### config.mk
export PLATFORM = sky130hd
export DESIGN_NAME = read_arbiter
export DESIGN_NICKNAME = d
export VERILOG_FILES = /design/src/rtl/read_arbiter.sv
export SDC_FILE = /design/constraint.sdc
export NUM_CORES = 1
export LEC_CHECK = 0
export BUFFER_PORTS_ARGS = -buffer_cell sky130_fd_sc_hd__buf_2
export CAP_MARGIN = 30
export CORE_MARGIN = 5
export CORE_UTILIZATION = 35
export DETAILED_ROUTE_END_ITERATION = 16
export HOLD_SLACK_MARGIN = 0.12
export PLACE_DENSITY = 0.83
export SYNTH_ARGS = -nofsm -noshare
export SYNTH_HDL_FRONTEND = slang
export SYNTH_SLANG_ARGS = --single-unit
export TNS_END_PERCENT = 30
### constraint.sdc
create_clock -name clk -period 1.21 [get_ports clk]
set_clock_uncertainty 0.1 [all_clocks]
set_input_delay 0.1815 -clock clk [delete_from_list [all_inputs] [get_ports clk]]
set_output_delay 0.1815 -clock clk [all_outputs]
set_load 0.02 [all_outputs]
### src/rtl/read_arbiter.sv
// read_arbiter: two-master AXI-style read-channel arbiter (optional ARB_BEATCHK_EN adds a beat-count check on len_err)
module read_arbiter #(
  parameter int ADDR_W = 8,
  parameter int DATA_W = 8,
  parameter int LEN_W = 4,
  parameter int ID_W = 4
) (
  input  logic              clk,
  input  logic              rst,
  input  logic              m0_arvalid,
  input  logic [ADDR_W-1:0] m0_araddr,
  input  logic [LEN_W-1:0]  m0_arlen,
  input  logic [ID_W-1:0]   m0_arid,
  output logic              m0_arready,
  output logic              m0_rvalid,
  output logic [DATA_W-1:0] m0_rdata,
  output logic              m0_rresp,
  output logic              m0_rlast,
  input  logic              m0_rready,
  input  logic              m1_arvalid,
  input  logic [ADDR_W-1:0] m1_araddr,
  input  logic [LEN_W-1:0]  m1_arlen,
  input  logic [ID_W-1:0]   m1_arid,
  output logic              m1_arready,
  output logic              m1_rvalid,
  output logic [DATA_W-1:0] m1_rdata,
  output logic              m1_rresp,
  output logic              m1_rlast,
  input  logic              m1_rready,
  output logic              s_arvalid,
  output logic [ADDR_W-1:0] s_araddr,
  output logic [LEN_W-1:0]  s_arlen,
  output logic [ID_W-1:0]   s_arid,
  input  logic              s_arready,
  input  logic              s_rvalid,
  input  logic [DATA_W-1:0] s_rdata,
  input  logic              s_rresp,
  input  logic              s_rlast,
  output logic              s_rready,
  output logic [1:0]        grant,
  output logic              busy,
  output logic              len_err
);
  localparam logic [1:0] IDLE = 2'd0, ADDR = 2'd1, DATA = 2'd2;
  logic [1:0] state;
  logic owner, last_grant, sel, hs_ar, hs_r, in_data;
  logic [ADDR_W-1:0] addr;
  logic [LEN_W-1:0] len;
  logic [ID_W-1:0] id;
  // Arbitration picks the lone requester, or on a tie the master that did not own the last burst
  always_comb begin
    sel = (m0_arvalid && m1_arvalid) ? ~last_grant : m1_arvalid;
    hs_ar = state == IDLE && (m0_arvalid || m1_arvalid);
    in_data = state == DATA;
    hs_r = in_data && s_rvalid && s_rready;
  end
  assign m0_arready = hs_ar && !sel;
  assign m1_arready = hs_ar && sel;
  assign s_arvalid = state == ADDR;
  assign s_araddr = addr;
  assign s_arlen = len;
  assign s_arid = id;
  assign s_rready = in_data && (owner ? m1_rready : m0_rready);
  assign m0_rvalid = in_data && !owner && s_rvalid;
  assign m1_rvalid = in_data && owner && s_rvalid;
  assign m0_rlast = in_data && !owner && s_rlast;
  assign m1_rlast = in_data && owner && s_rlast;
  assign m0_rdata = s_rdata;
  assign m1_rdata = s_rdata;
  assign m0_rresp = s_rresp;
  assign m1_rresp = s_rresp;
  assign grant = state == IDLE ? 2'b00 : (owner ? 2'b10 : 2'b01);
  assign busy = state != IDLE;
  // Burst sequencing: latch the winning request, forward it, then pass data until the last beat
  always_ff @(posedge clk) begin
    if (rst) begin
      state <= IDLE;
      owner <= 1'b0;
      last_grant <= 1'b1;
      addr <= '0;
      len <= '0;
      id <= '0;
    end else if (hs_ar) begin
      state <= ADDR;
      owner <= sel;
      addr <= sel ? m1_araddr : m0_araddr;
      len <= sel ? m1_arlen : m0_arlen;
      id <= sel ? m1_arid : m0_arid;
    end else if (state == ADDR && s_arready) begin
      state <= DATA;
    end else if (hs_r && s_rlast) begin
      state <= IDLE;
      last_grant <= owner;
    end
  end
`ifdef ARB_BEATCHK_EN
  logic [LEN_W:0] cnt;
  // Count accepted beats and flag a burst whose final beat count disagrees with the requested length
  always_ff @(posedge clk) begin
    if (rst) begin
      cnt <= '0;
      len_err <= 1'b0;
    end else begin
      cnt <= hs_ar ? '0 : hs_r ? cnt + (LEN_W+1)'(1) : cnt;
      len_err <= hs_r && s_rlast && (cnt + (LEN_W+1)'(1) != {1'b0, len} + (LEN_W+1)'(1));
    end
  end
`else
  assign len_err = 1'b0;
`endif
endmodule

==> results.md, run 1 <==
- Worst Path Max Fanout: 6
- Count leader, synth: buf_4
- Final GP Congestion: 0.764
- Fin nets: 285
- Pwr Total: 1890 uW
- Internal: 1250 uW
- Initial antenna violation count: 0
- Compound-Gate Fraction of Synth Area: 0.186
- Top post-synthesis cells by count: buf_4 (21), dfxtp_1 (20), a31oi_1 (11), nand3_1 (11), nand4_1 (11)
- Main combinational cell family by area after synthesis: simple AND/OR/NAND/NOR gates
- Hold Crit Class: in2reg
- Failing checks: negative setup slack
- Die height: 68.7 um
- Post-Syn Area: 1200 um2
- Sequential Power Share: 0.404
- # H-tree levels: 1
- CTS Buffer Depth: 2
- Cell area after layout: 2050 um2
- CP Class: reg2out
- Status: finished, violations left
- Sw Share: 0.338
- Antenna diode count: 0
- Mapped Nets: 196
- P&R area growth vs syn: 70.4%
- Setup ws final: -0.312 ns
- Post-DRT Antenna Nets: 0
- First DRT Iteration DRCs: 61
- Final worst-path cycle share: 1.26
- Final hold slack: 0.158 ns
- Worst skew pair latency: 0.29 ns
- Area of the die: 4720 um2
- Max-cap violations: 0
- Power Dens Cells: 919 nW/um2
- CTS Buf Count: 3
- Via Count: 1391
- Clock share of power: 0.164
- Critical Path RT: 0.93 ns
- Port buffer count: 67
- Standard-cell rows: 21
- Chip width: 68.7 um
- Adder-Cell Fraction of Synth Area: 0
- Pin count of the biggest net entering global routing: 16
- Clock root buffer: clkbuf_4
- Synth Area in Simple Gates: 0.261
- Fin. Hold Viols: 0
- WP data arrival: 1.24 ns
- Starting Density: 0.361
- Final wirelength: 4.02 mm
- CTS tree: built
- Library cells used by synthesis: 33
- GRT Total Usage: 0.175
- Seq/Total Area, Yosys: 0.332
- Initial DRT Pass Iterations: 4
- RSZ-0062 raised after global routing: yes
- Max VDD drop: 0.000389 V
- Clock-pin slew on the worst setup and hold paths: 0.11 ns
- Logic pwr share: 0.432
- First-pass GRT wire length: 6.20 mm
- Static leakage: 0.000937 uW
- FF+latch count, synth: 20
- Post-Syn Instances: 146
- Area contributors post-synth: dfxtp_1 (33%), buf_4 (13%), a31oi_1 (5.7%), nand4_1 (5.7%), nand3_1 (4.6%)
- FMAX: 0.657 GHz
- Layout cells sized above 1: 0.532
- CP endpoint kind: primary output
- Net Switching: 637 uW
- Vias in the first global route: 1431
- Final setup viols: 29
- Post-route DRC: 0
- Post-synth EDFFs: 0
- Cell Area, Placed: 1500 um2
- Yosys top cell by area: dfxtp_1
- Detail-routed net length per standard cell: 14.4 um
- Crit start category: flop
- DR vias/cell: 4.99
- Area share of the leading cell type in the synthesized netlist: 0.332
- Syn. warnings: 0
- Xor and xnor area share after synthesis: 0
- Mux share of post-synthesis cell area: 0.0166
- IO Pins: 96
- CTS Sinks: 20
- Setup tns final: -5.02 ns
- FFs w/ async S/R, synth: 0
- Post-DP HPWL: 2.64 mm
- Pre-CTS setup slack: -0.0603 ns
- Dominant synthesized flop cell: dfxtp_1
- Max-slew violation total from the final report: 0
- Core ar.: 3340 um2
- Syn_area_per_cell: 8.25 um2
- Fin crit period: 1.52 ns
- Grt ovf: 0
cells in the final DEF, fill, tap and decap left out, drive strengths merged:
cell         Yosys  routed
a21boi           1       1
a21bo            1       1
buf             28      87
o21ai           12      12
nor3             6       6
mux2i            2       2
nand2b           1       1
a21oi            3       3
nor2b            2       2
or3              1       1
nand3           11      11
nand4           11      11
and2b            1       1
dlygate4sd3      0      28
a31oi           11      11
o2bb2ai          1       1
nor2             8       8
inv              7       7
dfxtp           20      20
nand2            3       3
a221o            5       5
conb             1       1
and4b            2       2
and3             3       3
clkbuf           3       3
and2             1       1
or2              1       1
layer usage:
metal  up-vias  share of wire  track usage
li1        689              -            -
met1       624           0.41        0.202
met2        60           0.47        0.281
met3        18          0.073       0.0340
met4         0          0.047        0.134
met5         -              0            0
final timing paths:
check	startpoint	endpoint	slack [ns]	depth (start not counted)
max	state[0]	m1_rvalid	-0.31	3
min	rst	owner	0.16	3
max reg2reg	state[1]	s_araddr[3]	-0.20	7
min reg2reg	s_arid[0]	s_arid[0]	0.38	2
kinds of logic (layout without fill, tap and decap cells):
| kind of cell | count (synthesis) | in the layout |
|---|---|---|
| AOI/OAI and AO/OA | 34 | 34 |
| buffers and inverters | 38 | 125 |
| DFF | 20 | 20 |
| muxes | 2 | 2 |
| other | 1 | 1 |
| and+or+nand+nor | 51 | 51 |
layout make-up:
class,count,area (um2)
Fill cell,300,1280
Timing Repair Buffer,115,877
Multi-Input combinational cell,88,657
Sequential cell,20,410
Tap cell,46,57.6
Inverter,7,28.8
Clock buffer,3,22.5
flip-flops by register name (all words and copies together) (netlist names):
| name | count |
|---|---|
| last_grant | 1 |
| owner | 1 |
| s_araddr | 8 |
| s_arid | 4 |
| s_arlen | 4 |
| state | 2 |
power by group through the flow:
stage          clock network [uW]  logic, uW  registers (uW)
6_report                      309        816             761
5_1_grt                       358        875             769
4_1_cts                       327        754             756
3_5_place_dp                    0        584             769
3_3_place_gp                    0        577             768
2_1_floorplan                   0        394             830
repair_timing:
| action | 4_1_cts | 5_1_grt |
|---|---|---|
| buffers inserted | 5 | 2 |
| pin swaps | 13 | 10 |
| cloned | 0 | 0 |
| endpoints found under the hold margin | 17 | 0 |
| resized for setup | 34 | 24 |
| setup endpoints to repair | 30 | 30 |
| hold buffers | 28 | 0 |
per-stage QoR:
step,utilization,instances
3_3_place_gp,0.451,241
4_1_cts,0.588,277
3_5_place_dp,0.451,241
2_1_floorplan,-,146
6_report,0.615,279
5_1_grt,0.615,279
worst max-delay path, cell delays in order, from the launching register on:
cell and delay, ns:
dfxtp_4 0.37, and2b_4 0.28, and3_1 0.18, buf_6 0.12
Note: power is estimated with default switching activity, not from simulation.
==> run 2: changes to the inputs <==
- BUFFER_PORTS_ARGS: -buffer_cell sky130_fd_sc_hd__buf_2 -> -buffer_cell sky130_fd_sc_hd__clkbuf_2
- CTS_CLUSTER_DIAMETER: default -> 30
- clock period: 1.21 -> 1.4 ns (I/O delays scaled with it)
==> run 2 against run 1 <==
The flow still finishes with violations (negative setup slack). Sequential power fell by 14%. Via count down 1.4%. Sequential share of layout area rose by 1.2 points. Die area did not move. Hold slack got worse by 0.027 ns. Combinational power is 25% lower. Utilization decreased by 3.4 points. Global-route usage down 0.068 points. Register-to-register slack gained 0.27 ns. Largest power group is now sequential cells. Largest cell class unchanged. Cell count is 0.36% lower.
==> results.md, run 2 (synthesis results as in run 1) <==
- Clock-pin slew on the worst setup and hold paths: 0.13 ns (+0.02 ns)
- Vias in the first global route: 1366 (-4.5%)
- M1 GR Usage: 0.217 (+0.0157)
- Crit start category: flop
- Fillers: 293 (-2.3%)
- Final worst-path cycle share: 1.13
- Cell Area, Placed: 1460 um2 (-3.0%)
- Worst skew pair latency: 0.31 ns (+0.02 ns)
- Cell area after layout: 1940 um2 (-5.5%)
- Post-DRT Antenna Nets: 0 (unchanged)
- Pre-CTS setup slack: 0.0410 ns (+0.101 ns)
- IO Pins: 96 (unchanged)
- Standard-cell rows: 21 (unchanged)
- CP Buf/Inv Count: 1 (unchanged)
- Final setup viols: 10 (-66%)
- Flop-to-flop setup slack: 0.07 ns (+0.27 ns)
- Post-Layout Cell Count: 278 (-0.36%)
- Most common cell after layout, fill and taps aside: clkbuf_2
- Final hold slack: 0.131 ns (-0.0270 ns)
- Final GP Congestion: 0.748 (-2.1%)
- Worst stage delay on the critical path: 0.38 ns (about the same)
- Top Family by Delay on Critical Path: simple AND/OR/NAND/NOR gates
- CTS Buf Count: 3 (unchanged)
- GRT Total Usage: 0.174 (-0.000676)
- CTS Buffer Depth: 2 (unchanged)
- CTS tree: built
- Placed Cells: 238 (-1.2%)
- Grt ovf: 0 (unchanged)
- Setup ws final: -0.177 ns (+0.135 ns)
- Area of the die: 4720 um2 (unchanged)
- Status: finished, violations left
- Fin nets: 283 (-0.70%)
- GR Util met2: 0.293 (+0.0119)
- Max-cap violations: 0 (unchanged)
- Worst r2r src: state[1]
- First DRT Iteration DRCs: 68 (+11%)
- Fin crit period: 1.58 ns
- WP data arrival: 1.27 ns (+0.03 ns)
- Core ar.: 3340 um2 (unchanged)
- Die height: 68.7 um (unchanged)
- Initial DRT Pass Iterations: 4 (unchanged)
- Chip width: 68.7 um (unchanged)
- Fin. Hold Viols: 0 (unchanged)
- Commonest cells after routing, fill and taps aside: clkbuf_2 (58), dlygate4sd3_1 (29), buf_4 (20)
- Max reg flops: 8 (unchanged)
- # H-tree levels: 1 (unchanged)
- First-pass GRT wire length: 6.24 mm (+0.77%)
- Crit path launch: state[0]
- Static leakage: 0.000906 uW (-3.3%)
- Clock root buffer: clkbuf_4
- Port buffer count: 67 (unchanged)
- Max VDD drop: 0.000317 V (-19%)
- Hold Crit Class: in2reg
- DR vias/cell: 4.93 (-1.1%)
- P&R area growth vs syn: 61.0%
- Via Count: 1371 (-1.4%)
- Gr busiest metal: met2
- Critical Path RT: 1.09 ns (+0.16 ns)
- Starting Density: 0.361 (unchanged)
- Failing checks: negative setup slack
- CP Class: reg2out
- Max-slew violation total from the final report: 0 (unchanged)
- CP endpoint kind: primary output
- Critical-path cell list: and2b_4 > and3_1 > clkbuf_8
- Reg2reg end: s_arlen[1]
- Layout cells sized above 1: 0.461 (-0.0710)
- R2R depth: 4 (-3)
- Crit-path slowest cell: dfxtp_4
- RSZ-0062 raised after global routing: yes
- Post-route DRC: 0 (unchanged)
- Power Dens Cells: 833 nW/um2 (-9.4%)
- Met3 Use GR: 0.0243 (-0.00972)
- Initial antenna violation count: 0 (unchanged)
- CP endpoint: m1_rvalid
- Antenna diode count: 0 (unchanged)
- CTS Sinks: 20 (unchanged)
- Stages on the worst setup path: 3 (unchanged)
- Detail-routed net length per standard cell: 14.2 um (-1.1%)
- Post-DP HPWL: 2.54 mm (-4.0%)
- FMAX: 0.634 GHz
- Worst Path Max Fanout: 6 (unchanged)
- Pin count of the biggest net entering global routing: 13 (-3)
- Final wirelength: 3.96 mm (-1.5%)
[run 2: timing repair]
action,CTS,global route
resized for setup,24,10
hold endpoints to repair,18,0
hold buffers,29,0
endpoints found under the setup margin,10,12
buffers inserted,7,0
pin swaps,3,5
[run 2: cell type report]
cell class,count,area [um2],area share
Clock buffer,4,36.3,0.0187
Inverter,7,28.8,0.0148
Multi-Input combinational cell,88,593,0.306
Sequential cell,20,410,0.212
Tap cell,46,57.6,0.0297
Timing Repair Buffer,113,813,0.419
[run 2: tightest hold or removal path, delay by kind of cell]
kind | cells | cell delay, ns
mux | 1 | 0.07
buf+inv | 1 | 0.14
simple gates | 1 | 0.10
[run 2: routing by layer]
layer	share of wire	vias up	routed length, um
li1	-	687	-
met3	0.063	10	251
met4	0.032	0	125
met5	0	-	0
met2	0.49	52	1940
met1	0.42	622	1640
[run 2: report_power, final]
| part | total, uW | leakage, uW | switching, uW | internal [uW] |
|---|---|---|---|---|
| clock | 351 | 0.0000210 | 192 | 159 |
| combinational | 609 | 0.000719 | 316 | 293 |
| sequential | 655 | 0.000166 | 32.7 | 622 |
[run 2: worst min-delay path by stage]
stage                 start  cells after the start           to  slack, ns
4_1_cts                 rst                      3   last_grant       0.14
2_1_floorplan  m0_araddr[0]                      1  s_araddr[0]       0.25
5_1_grt                 rst                      3   last_grant       0.20
3_3_place_gp     s_rdata[3]                      0  m0_rdata[3]       0.32
6_report                rst                      3   last_grant       0.13
3_5_place_dp     s_rdata[3]                      0  m0_rdata[3]       0.32
[run 2: stage by stage]
step | TNS [ns] | util | total power, uW
finish | -1.22 | 0.581 | 1620
global route | -1.65 | 0.581 | 1700
CTS | -1.23 | 0.577 | 1590
detailed placement | 0 | 0.437 | 1140
global placement | 0 | 0.437 | 1140
floorplan | 0 | - | 1040
